## src/rtl/stream_mux_rr.sv

```systemverilog
// -----------------------------------------------------------------------------
// stream_mux_rr
//
// Merges CHANNELS valid/ready input streams into one registered output stream.
// An arbiter picks at most one valid channel per cycle. It uses either a
// rotating priority that starts at the channel after the last one granted, or
// a fixed priority where the lowest index wins. The winner's beat is captured in
// a single output register slot. That slot can drain and reload on the same
// edge, so the output sustains one beat per cycle.
//
// Parameters
//   WIDTH        data bits per channel
//   CHANNELS     number of input channels (2..16)
//   ROUND_ROBIN  1 = rotating priority, 0 = fixed priority (lowest index wins)
//
// Ports
//   clk        clock; all state changes on its rising edge
//   rst        synchronous, active-high reset
//   in_valid   per-channel data valid
//   in_data    per-channel data; channel i is at bits [i*WIDTH +: WIDTH]
//   in_ready   per-channel accept (combinational; one-hot or zero)
//   out_valid  output register holds a beat
//   out_data   data of the held beat
//   out_chan   source channel index of the held beat
//   out_ready  downstream accept
// -----------------------------------------------------------------------------
module stream_mux_rr #(
    parameter int WIDTH       = 8,
    parameter int CHANNELS    = 4,
    parameter int ROUND_ROBIN = 1,
    localparam int SEL_W      = $clog2(CHANNELS)
) (
    input  logic                      clk,
    input  logic                      rst,
    input  logic [CHANNELS-1:0]       in_valid,
    input  logic [CHANNELS*WIDTH-1:0] in_data,
    output logic [CHANNELS-1:0]       in_ready,
    output logic                      out_valid,
    output logic [WIDTH-1:0]          out_data,
    output logic [SEL_W-1:0]          out_chan,
    input  logic                      out_ready
);

    // Channel count widened by one bit. This lets ptr + offset be computed
    // and folded back below CHANNELS without overflow.
    localparam logic [SEL_W:0] CH_EXT  = (SEL_W+1)'(CHANNELS);
    localparam logic [SEL_W-1:0] LAST_CH = SEL_W'(CHANNELS - 1);

    logic [SEL_W-1:0] ptr;
    logic             load_en;
    logic             win_found;
    logic [SEL_W-1:0] win_idx;
    logic [SEL_W:0]   cand;
    logic [WIDTH-1:0] win_data;
    logic [SEL_W-1:0] ptr_inc;

    // The slot can take a new beat when it is empty or being drained this cycle.
    assign load_en = !out_valid || out_ready;

    // Scan the channels starting at ptr. The search wraps by subtracting
    // CHANNELS, not by masking, so a non-power-of-two channel count never
    // yields an index >= CHANNELS. With fixed priority ptr stays 0, so the
    // same scan gives lowest-index-wins.
    // NOTE: every signal written in an always_comb gets a default value first,
    // so no path leaves it unassigned and no latch is inferred.
    always_comb begin
        win_found = 1'b0;
        win_idx   = '0;
        cand      = '0;
        for (int k = 0; k < CHANNELS; k++) begin
            cand = {1'b0, ptr} + (SEL_W+1)'(k);
            if (cand >= CH_EXT) begin
                cand = cand - CH_EXT;
            end
            if (!win_found && in_valid[cand[SEL_W-1:0]]) begin
                win_found = 1'b1;
                win_idx   = cand[SEL_W-1:0];
            end
        end
    end

    // Winner data mux.
    always_comb begin
        win_data = '0;
        for (int i = 0; i < CHANNELS; i++) begin
            if (win_idx == SEL_W'(i)) begin
                win_data = in_data[i*WIDTH +: WIDTH];
            end
        end
    end

    // Next rotating pointer: the channel after the winner, with wrap.
    always_comb begin
        if (win_idx == LAST_CH) begin
            ptr_inc = '0;
        end else begin
            ptr_inc = win_idx + SEL_W'(1);
        end
    end

    // Grant only the winner, and only when the slot can load. While reset is
    // asserted, nothing is accepted.
    always_comb begin
        in_ready = '0;
        if (!rst && load_en && win_found) begin
            in_ready[win_idx] = 1'b1;
        end
    end

    // Output slot and priority pointer. Reset wins over any simultaneous
    // accept or drain, so a held beat is discarded.
    // NOTE: sequential state uses non-blocking assignments only. Every
    // register then updates from the values present before the edge.
    always_ff @(posedge clk) begin
        if (rst) begin
            out_valid <= 1'b0;
            out_data  <= '0;
            out_chan  <= '0;
            ptr       <= '0;
        end else if (load_en) begin
            if (win_found) begin
                out_valid <= 1'b1;
                out_data  <= win_data;
                out_chan  <= win_idx;
                if (ROUND_ROBIN != 0) begin
                    ptr <= ptr_inc;
                end
            end else begin
                out_valid <= 1'b0;
            end
        end
    end

endmodule

```

## config.mk

```make
export PLATFORM = sky130hd
export DESIGN_NAME = stream_mux_rr
export DESIGN_NICKNAME = d
export VERILOG_FILES = /design/src/rtl/stream_mux_rr.sv
export SDC_FILE = /design/constraint.sdc
export NUM_CORES = 1
export LEC_CHECK = 0
export CORE_MARGIN = 2
export CORE_UTILIZATION = 38
export DETAILED_ROUTE_END_ITERATION = 10
export GPL_TIMING_DRIVEN = 0
export PLACE_DENSITY = 0.87
export SYNTH_ARGS = -nofsm -noshare
export SYNTH_HDL_FRONTEND = slang
export SYNTH_SLANG_ARGS = --single-unit
```

## constraint.sdc

```tcl
create_clock -name clk -period 2.9 [get_ports clk]
set_input_delay 0.58 -clock clk [delete_from_list [all_inputs] [get_ports clk]]
set_output_delay 0.58 -clock clk [all_outputs]
set_load 0.1 [all_outputs]
```

======== Word-level counts from Yosys, hierarchy flattened ========
Cells that the tools add are included.
cells by class
  $add $sub $neg .......................... 8
  order comparisons ....................... 10
  equality and inequality tests ........... 3
  multiplexer cells ....................... 29
  reductions and logical operators ........ 14
operators by type and width
  operator             number
  $mux 8               4
  $mux 2               9
  $lt 2x3->1 const B   5
  $mux 1               10
  $ge 3x3->1 const B   3
  $bmux 1 s2           4
  $sub 2x1->2 const B  4
  $add 2x2->3 const B  2
  $logic_and 1x1->1    6
  $logic_not 1->1      5
  $eq 2x2->1 const B   2
  $mux 4               1
  $add 2x1->3 const B  1
  $ge 2x3->1 const B   1
  $add 2x1->2 const B  1
  $demux 1 s2          1
  $eq 2x1->1 const B   1
  $ge 2x1->1 const B   1
  $logic_not 2->1      1
  $reduce_and 2->1     1
  $logic_or 1x1->1     1
word-level totals
  bits of input ports ..................... 39
  bits in registers ....................... 13
  output and inout port bits .............. 15
  word-level logic and storage cells ...... 68

======== Depth between registers and ports, before layout ========
Gate-level depths: netlist of the first run.
  word-level depth ........................ 19
  depth in mapped cells ................... 11
  mapped depth without buffers ............ 9

======== Worst setup path before layout of the first run ========
No wires, ideal clock.
  path type ............................... input-to-output
  start point ............................. input in_valid[2]
  end point ............................... output in_ready[3]
  arrival ................................. 2.508 ns
  data required time ...................... 2.320 ns
  path buffers ............................ 2
  setup slack ............................. -0.188 ns
  cell stages on the path ................. 8
  cells stage by stage .................... nor2b_1 o21ai_1 o21ai_1 nor3_1 ha_1 buf_1 buf_2 and2_1
between the ends
  word-level cells in the longest chain between the ends .. 17
  elaborated cells on any way between the ends .. 29
  classes of those cells .................. order compare (2); mux (19); reduce/logical (8)
ends and longest elaborated chain
  element                                                                RTL line  RTL
  start: declaration                                                     35        input logic [CHANNELS-1:0] in_valid,
  $bmux 1 s2                                                             75        if (!win_found && in_valid[cand[SEL_W-1:0]]) begin
  $mux 1 (implied by the code)                                           75
  $mux 1                                                                 75
  $logic_not 1->1                                                        75
  $logic_and 1x1->1                                                      75
  $mux 1                                                                 75
  $logic_not 1->1                                                        75
  $logic_and 1x1->1                                                      75
  [... 2 more ...]                                                       -
  $logic_and 1x1->1                                                      75
  $mux 2 (*)                                                             75
  via win_idx[0]                                                         52        logic [SEL_W-1:0] win_idx;
  $lt 2x3->1 (implied by the code) / $ge 2x1->1 (equally long branches)  106       in_ready[win_idx] = 1'b1;
  $logic_and 1x1->1 (implied by the code)                                106
  $mux 1 (implied by the code)                                           106
  $demux 1 s2 (*)                                                        106
  $mux 4 (*)                                                             105       if (!rst && load_en && win_found) begin
  end: declaration                                                       37        output logic [CHANNELS-1:0] in_ready,
Mark *: on every way through the listed nets, which the timed path passes. The rest lies on a longest branch. The select of a mux whose other input is x is not followed.

======== Worst setup path after layout of the first run ========
  start point ............................. input in_valid[1]
  end point ............................... output in_ready[2]
between the ends
  word-level cells in the longest chain between the ends .. 17
  elaborated cells on any way between the ends .. 29
  classes of those cells .................. order compare (2); mux (19); reduce/logical (8)
ends and longest elaborated chain
  element                                                                RTL line
  $bmux 1 s2                                                             75
  $mux 1 (implied by the code)                                           75
  $mux 1                                                                 75
  $logic_not 1->1                                                        75
  $logic_and 1x1->1                                                      75
  $mux 1                                                                 75
  $logic_not 1->1                                                        75
  $logic_and 1x1->1                                                      75
  $mux 1                                                                 75
  $logic_not 1->1                                                        75
  $logic_and 1x1->1                                                      75
  $mux 2                                                                 75
  $lt 2x3->1 (implied by the code) / $ge 2x1->1 (equally long branches)  106
  $logic_and 1x1->1 (implied by the code)                                106
  $mux 1 (implied by the code)                                           106
  $demux 1 s2                                                            106
  $mux 4 (*)                                                             105
Every way passes the cells marked *; elsewhere a longest branch is shown, timed or not. The select of a mux whose other input is x is not followed.

==> flow_summary.yaml, run 1 <==
timing:
  period_share_pct: 95.5
  rsz0062_at_grt: "false"
  slew_viol_final: 0
  setup_viol: 0
  finalHoldViolCount: 0
  worst_pin_slew_ps: 973
  clock_skew_ps: 9.92
  slew_headroom_pct: 34.9
  finalWorstPathRequiredPeriod_ps: 2770
  whs_ps: 495
  setup_tns_ps: 0
  max_freq_mhz: 361
cts:
  root_buffer: "clkbuf_4"
  h-tree-depth: 1
  clock_sinks: 13
  clk_pin_slew_ps: 70
  ctsHoldBuffers: 0
  clk_latency_ps: 280
  clockBufferDepth: 2
  tritoncts: "yes"
  cts_buffers: 3
worst_setup_path:
  worstSetupEndpointType: "primary output"
  cp_slowest_cell: "or3_4"
  r2r_cells: 9
  slowest_delay_ps: 350
  r2r_start: "ptr[0]$_SDFFE_PP0P_"
  timing.rr.end: "out_data[7]$_SDFFE_PP0P_"
  cp_data_required_time_ps: 2320
  crit_family: "simple AND/OR/NAND/NOR gates"
  worstSetupPathType: "in2out"
  crit_cells: 9
  worstPathMaxFanout: 17
  startpoint_type: "input pin"
  arrival_ps: 2190
  r2r_slack_ps: 690
  crit_chain: "clkbuf_2, nand2b_1, nor2b_2, o21ai_4, or3_4, ha_2, buf_6, and2_2, buf_12"
  path_buf_inv: 3
power:
  ir_drop_mv: 0.460
  cellPowerDensity_nw_per_um2: 635
  internal_power_mw: 0.524
  p_switching_mw: 0.515
  swShare_pct: 49.5
  total_power_mw: 1.04
  p_clk_share_pct: 10.6
  seq_power_share_pct: 22.7
  power.leakage_nw: 0.627
  comb_power_share_pct: 66.7
synthesis:
  synth_top_area_share_pct: 27.6
  synth_nets: 160
  synth-seq-cells: 13
  synth.avg_cell_area_um2: 8.05
  async_reset_ff_share_pct: 0
  syn_inst: 117
  ys_seq_area_share_pct: 27.6
  synthFlopType: "dfxtp_1"
  synth.area.top_cells: "dfxtp_1 (28%), nand3b_1 (8.0%), a221oi_1 (7.4%), a21oi_1 (6.4%), a211oi_1 (5.6%)"
  yosysMostFrequentCell: "dfxtp_1"
  synth_area_leader_cell: "dfxtp_1"
  synth_common_cells: "dfxtp_1 (13), a21oi_1 (12), inv_1 (10), nand3b_1 (10), nor2_1 (10)"
  syn_area_um2: 942
  ys_types: 28
  synth_edf_count: 0
  yosys_warnings: 0
finish:
  syn_to_final_growth_pct: 73.6
  stdcell_count: 203
  diodes: 0
  postLayoutCoreUtil_pct: 67.9
  fin_nets: 217
  drive_gt1_share_pct: 23.1
worst_hold_path:
  holdPathEnd: "out_data[4]$_SDFFE_PP0P_"
  hold_class: "reg2reg"
  hold_depth: 2
  holdCritStartpoint: "out_data[4]$_SDFFE_PP0P_"
run:
  max_cap_violations: 0
global_routing:
  busiest_layer: "met2"
  grt-ovfl-total: 0
  grt_max_degree: 18
  grtUsageMet2_pct: 43.5
  grt_use_total_pct: 22.2
  use_met1_pct: 25.5
  grtUsageMet3_pct: 4.17
  grt_pass1_wl_um: 4730
  grt_pass1_vias: 1052
  antenna_found_initial: 0
floorplan:
  initial_core_util_pct: 39.1
  core_um2: 2410
  rows: 18
  die_h_um: 53.8
  dieArea_um2: 2890
  num_io_pins: 54
  die_w_um: 53.8
detailed_routing:
  routed_via_density: 5.31
  drt_iter0_markers: 10
  route.vias.total: 1078
  wirelength_um: 2910
  drc: 0
  avgRoutedWirePerCell_um: 14.3
  firstDrtPassIters: 4
  antenna_left: 0
place:
  dp_cells: 200
  portBuffers: 53
  place.gp.congestion: 0.763
  dp_hpwl_um: 2220
run_status:
  run_status: "complete, no violations"
## per-stage QoR
step                      setup WS, ps  area, µm²
after global routing              58.5       1640
final                              131       1640
after floorplan                   97.0        947
after detailed placement         -1510       1520
after global placement           -1450       1520
after CTS                        -2.21       1620
## worst max-delay path by stage
stage	endpoint	slack, ps	from
6_report	in_ready[2]	130	in_valid[1]
5_1_grt	in_ready[2]	60	in_valid[1]
4_1_cts	in_ready[3]	-2	in_valid[2]
3_5_place_dp	in_ready[3]	-1510	in_valid[1]
3_3_place_gp	in_ready[3]	-1450	in_valid[1]
2_1_floorplan	in_ready[3]	100	in_valid[2]
## final cells by class
class,count,area (µm²)
sequential,13,260
timing repair buffer,57,554
buffer,5,50.0
inverter,10,37.5
tap,30,37.5
clock buffer,4,26.3
fill,197,774
multi-input combinational,84,669
## repair_timing
item,in CTS,in global routing
gates cloned,0,0
gates resized for setup,48,15
setup buffers,4,0
pin swaps,4,1
setup endpoints to repair,12,4
## power by group through the flow
stage               clock network, mW  logic (mW)  registers (mW)
finish                          0.110       0.693           0.236
global placement                    0       0.616           0.233
CTS                             0.115       0.672           0.232
detailed placement                  0       0.627           0.234
global route                    0.122       0.739           0.239
floorplan                           0       0.265           0.424
## worst reg2reg max path: stages, from the launching register on
cell and delay, ps:
dfxtp_1 430, inv_1 110, nor3_2 370, nor3_4 120, ha_4 220, buf_4 170, nand3b_1 150, a221oi_1 300
a211oi_1 90, nor3_1 170
## per-layer routing
| layer | share of wire, % | vias up |
|---|---|---|
| li1 | - | 542 |
| met1 | 42 | 509 |
| met5 | 0 | - |
| met3 | 3.8 | 2 |
| met2 | 54 | 25 |
| met4 | 0.24 | 0 |
## layout by cell type, fill, tap and decap left out, types with 4 or more instances in the layout
| cell type | synthesis | final |
|---|---|---|
| a221oi_1 | 8 | 8 |
| nor3_2 | 3 | 4 |
| buf_4 | 0 | 5 |
| a21oi_1 | 12 | 12 |
| nor3_1 | 7 | 5 |
| inv_1 | 10 | 10 |
| and2_2 | 0 | 4 |
| clkdlybuf4s50_1 | 0 | 45 |
| nand3b_1 | 10 | 10 |
| nor2_1 | 10 | 10 |
| dfxtp_1 | 13 | 13 |
| a211oi_1 | 7 | 7 |
## registers in the layout, indices dropped and copies added, names as in the netlist
signal,cells
out_data,8
out_valid,1
out_chan,2
ptr,2
## cells by family after synthesis
family          after synthesis  share of synthesized area [%]
simple gates                 46                           30.7
flops                        13                           27.6
fa+ha+maj                     4                           5.31
compound gates               34                           25.4
buf+inv                      20                           11.0
(Power assumes the default switching activity.)
==> run 2, diff against run 1 <==
--- a/config.mk
+++ b/config.mk
@@ -10,6 +10,7 @@
 export DETAILED_ROUTE_END_ITERATION = 10
 export GPL_TIMING_DRIVEN = 0
 export PLACE_DENSITY = 0.87
+export SLEW_MARGIN = 40
 export SYNTH_ARGS = -nofsm -noshare
 export SYNTH_HDL_FRONTEND = slang
 export SYNTH_SLANG_ARGS = --single-unit
==> run 2 against run 1 <==
Combinational power fell by 6.2%. Hold slack lost 7.1 ps. Global-route usage rose by 0.22 points. Sequential power down 2%. Non-clock buffer count rose by 3. Via count grew 3.5%. Sequential cell count stayed put. Fmax grew 0.15%. Wire length increased by 0.72%. Sequential share of layout area increased by 0.93 points. Total power decreased by 4.1%. Critical endpoint unchanged. Highest routed layer unchanged.
==> flow_summary.yaml, run 2 (synthesis results as in run 1) <==
global_routing:
  grt_max_degree: 18
  antenna_found_initial: 0
  grt_use_total_pct: 22.4
  grt_pass1_wl_um: 4750
  grt_pass1_vias: 1113
  grt-ovfl-total: 0
cts:
  root_buffer: "clkbuf_4"
  clockBufferDepth: 2
  clk_pin_slew_ps: 70
  clk_latency_ps: 280
  clock_sinks: 13
  h-tree-depth: 1
  cts_buffers: 3
  tritoncts: "yes"
detailed_routing:
  route.vias.total: 1116
  avgRoutedWirePerCell_um: 14.2
  antenna_left: 0
  firstDrtPassIters: 4
  drc: 0
  wirelength_um: 2930
  routed_via_density: 5.42
  drt_iter0_markers: 18
finish:
  reg_top3: "out_data x8, out_chan x2, ptr x2"
  fillers: 206
  fin_nets: 220
  largest_register_ffs: 8
  drive_gt1_share_pct: 29.0
  syn_to_final_growth_pct: 64.0
  final_common_cell: "clkdlybuf4s50_1"
  final_cell_mix: "clkdlybuf4s50_1 (34), buf_2 (13), dfxtp_1 (13), a21oi_1 (12)"
  regMostFlops: "out_data"
  postLayoutCoreUtil_pct: 64.1
  diodes: 0
timing:
  setup_viol: 0
  slew_headroom_pct: 67.4
  slew_viol_final: 0
  setup_tns_ps: 0
  max_freq_mhz: 362
  clock_skew_ps: 5.99
  whs_ps: 488
  finalHoldViolCount: 0
  rsz0062_at_grt: "false"
  finalWorstPathRequiredPeriod_ps: 2770
  period_share_pct: 95.4
  worst_pin_slew_ps: 485
worst_setup_path:
  cp_data_required_time_ps: 2320
  worstSetupEndpointType: "primary output"
  crit_family: "simple AND/OR/NAND/NOR gates"
  cp_slowest_cell: "or3_4"
  arrival_ps: 2190
  slowest_delay_ps: 350
  crit_chain: "clkbuf_2, nor2b_2, o21ai_2, o21ai_2, or3_4, ha_2, buf_6, and2_2, buf_12"
  startpoint_type: "input pin"
  path_buf_inv: 3
  worstPathMaxFanout: 17
  worstSetupPathType: "in2out"
  crit_top_cell: "o21ai_2"
power:
  p_clk_share_pct: 11.5
  comb_power_share_pct: 65.2
  power.leakage_nw: 0.643
  seq_power_share_pct: 23.2
  swShare_pct: 51.2
  internal_power_mw: 0.486
  p_switching_mw: 0.510
  ir_drop_mv: 0.437
  cellPowerDensity_nw_per_um2: 645
floorplan:
  core_um2: 2410
  die_w_um: 53.8
  rows: 18
  die_h_um: 53.8
  initial_core_util_pct: 39.1
  num_io_pins: 54
  dieArea_um2: 2890
run:
  max_cap_violations: 0
run_status:
  run_status: "complete, no violations"
place:
  dp_hpwl_um: 2160
  portBuffers: 53
  place.gp.congestion: 0.763
worst_hold_path:
  hold_class: "reg2reg"
[run 2: changes by cell type in the layout (fill, tap and decap cells not counted), moves of 2 or more]
cell	before	now
ha_4	2	0
nor2b_1	1	3
buf_2	1	13
ha_2	2	4
clkdlybuf4s50_1	45	34
[run 2: final timing paths]
kind / endpoint / startpoint / cells after the start / slack, ps
hold / removal: out_data[6]$_SDFFE_PP0P_ / out_data[6]$_SDFFE_PP0P_ / 2 / 490
hold reg to reg: out_data[6]$_SDFFE_PP0P_ / out_data[6]$_SDFFE_PP0P_ / 2 / 490
setup reg to reg: out_data[3]$_SDFFE_PP0P_ / ptr[0]$_SDFFE_PP0P_ / 9 / 720
setup / recovery: in_ready[2] / in_valid[2] / 9 / 130
[run 2: power by group through the flow]
| stage | combinational (mW) | clock, mW | sequential (mW) |
|---|---|---|---|
| 2_1_floorplan | 0.265 | 0 | 0.424 |
| 3_5_place_dp | 0.594 | 0 | 0.233 |
| 4_1_cts | 0.641 | 0.116 | 0.231 |
| 5_1_grt | 0.693 | 0.124 | 0.234 |
| 3_3_place_gp | 0.616 | 0 | 0.233 |
| 6_report | 0.650 | 0.115 | 0.231 |
[run 2: area by class of cell]
type / count / area, µm² / share of cell area (%)
Sequential cell: 13 / 260 / 16.8
Timing Repair Buffer: 58 / 503 / 32.6
Buffer: 7 / 60.1 / 3.89
Multi-Input combinational cell: 84 / 621 / 40.2
Clock buffer: 4 / 26.3 / 1.70
Inverter: 10 / 37.5 / 2.43
Tap cell: 30 / 37.5 / 2.43
[run 2: what timing repair did]
item                                    in CTS  in global routing
hold buffers                                 0                  0
pin swaps                                    4                  1
buffers inserted                             5                  0
cloned                                       0                  0
endpoints found under the setup margin      12                  4
gates resized for setup                     27                  6
[run 2: worst register-to-register path: cells and delay by family, from the launching register on]
family	cells	cell delay [ps]
AO/OA/AOI/OAI	2	380
flip-flops	1	370
AND/OR/NAND/NOR	4	910
adder cells (fa/ha/maj)	1	200
buffers and inverters	2	250
[run 2: metrics by stage]
stage                     power [mW]  cell area (µm²)  cells  worst slack, ps
after floorplan                0.689              947    117             97.0
after global placement         0.849             1520    200            -1450
after detailed placement       0.827             1440    200             -805
after CTS                      0.987             1560    206             16.8
after global routing            1.05             1550    206             80.9
final                          0.996             1550    206              135
[run 2: layer usage]
| layer | up-vias | global-route usage, % | routed length [µm] | part of all wire (%) |
|---|---|---|---|---|
| met4 | 0 | 5.56 | 29 | 0.99 |
| met2 | 29 | 43.1 | 1580 | 54 |
| met1 | 536 | 24.6 | 1190 | 41 |
| li1 | 545 | - | - | - |
| met3 | 6 | 4.44 | 134 | 4.6 |
| met5 | - | 0 | 0 | 0 |
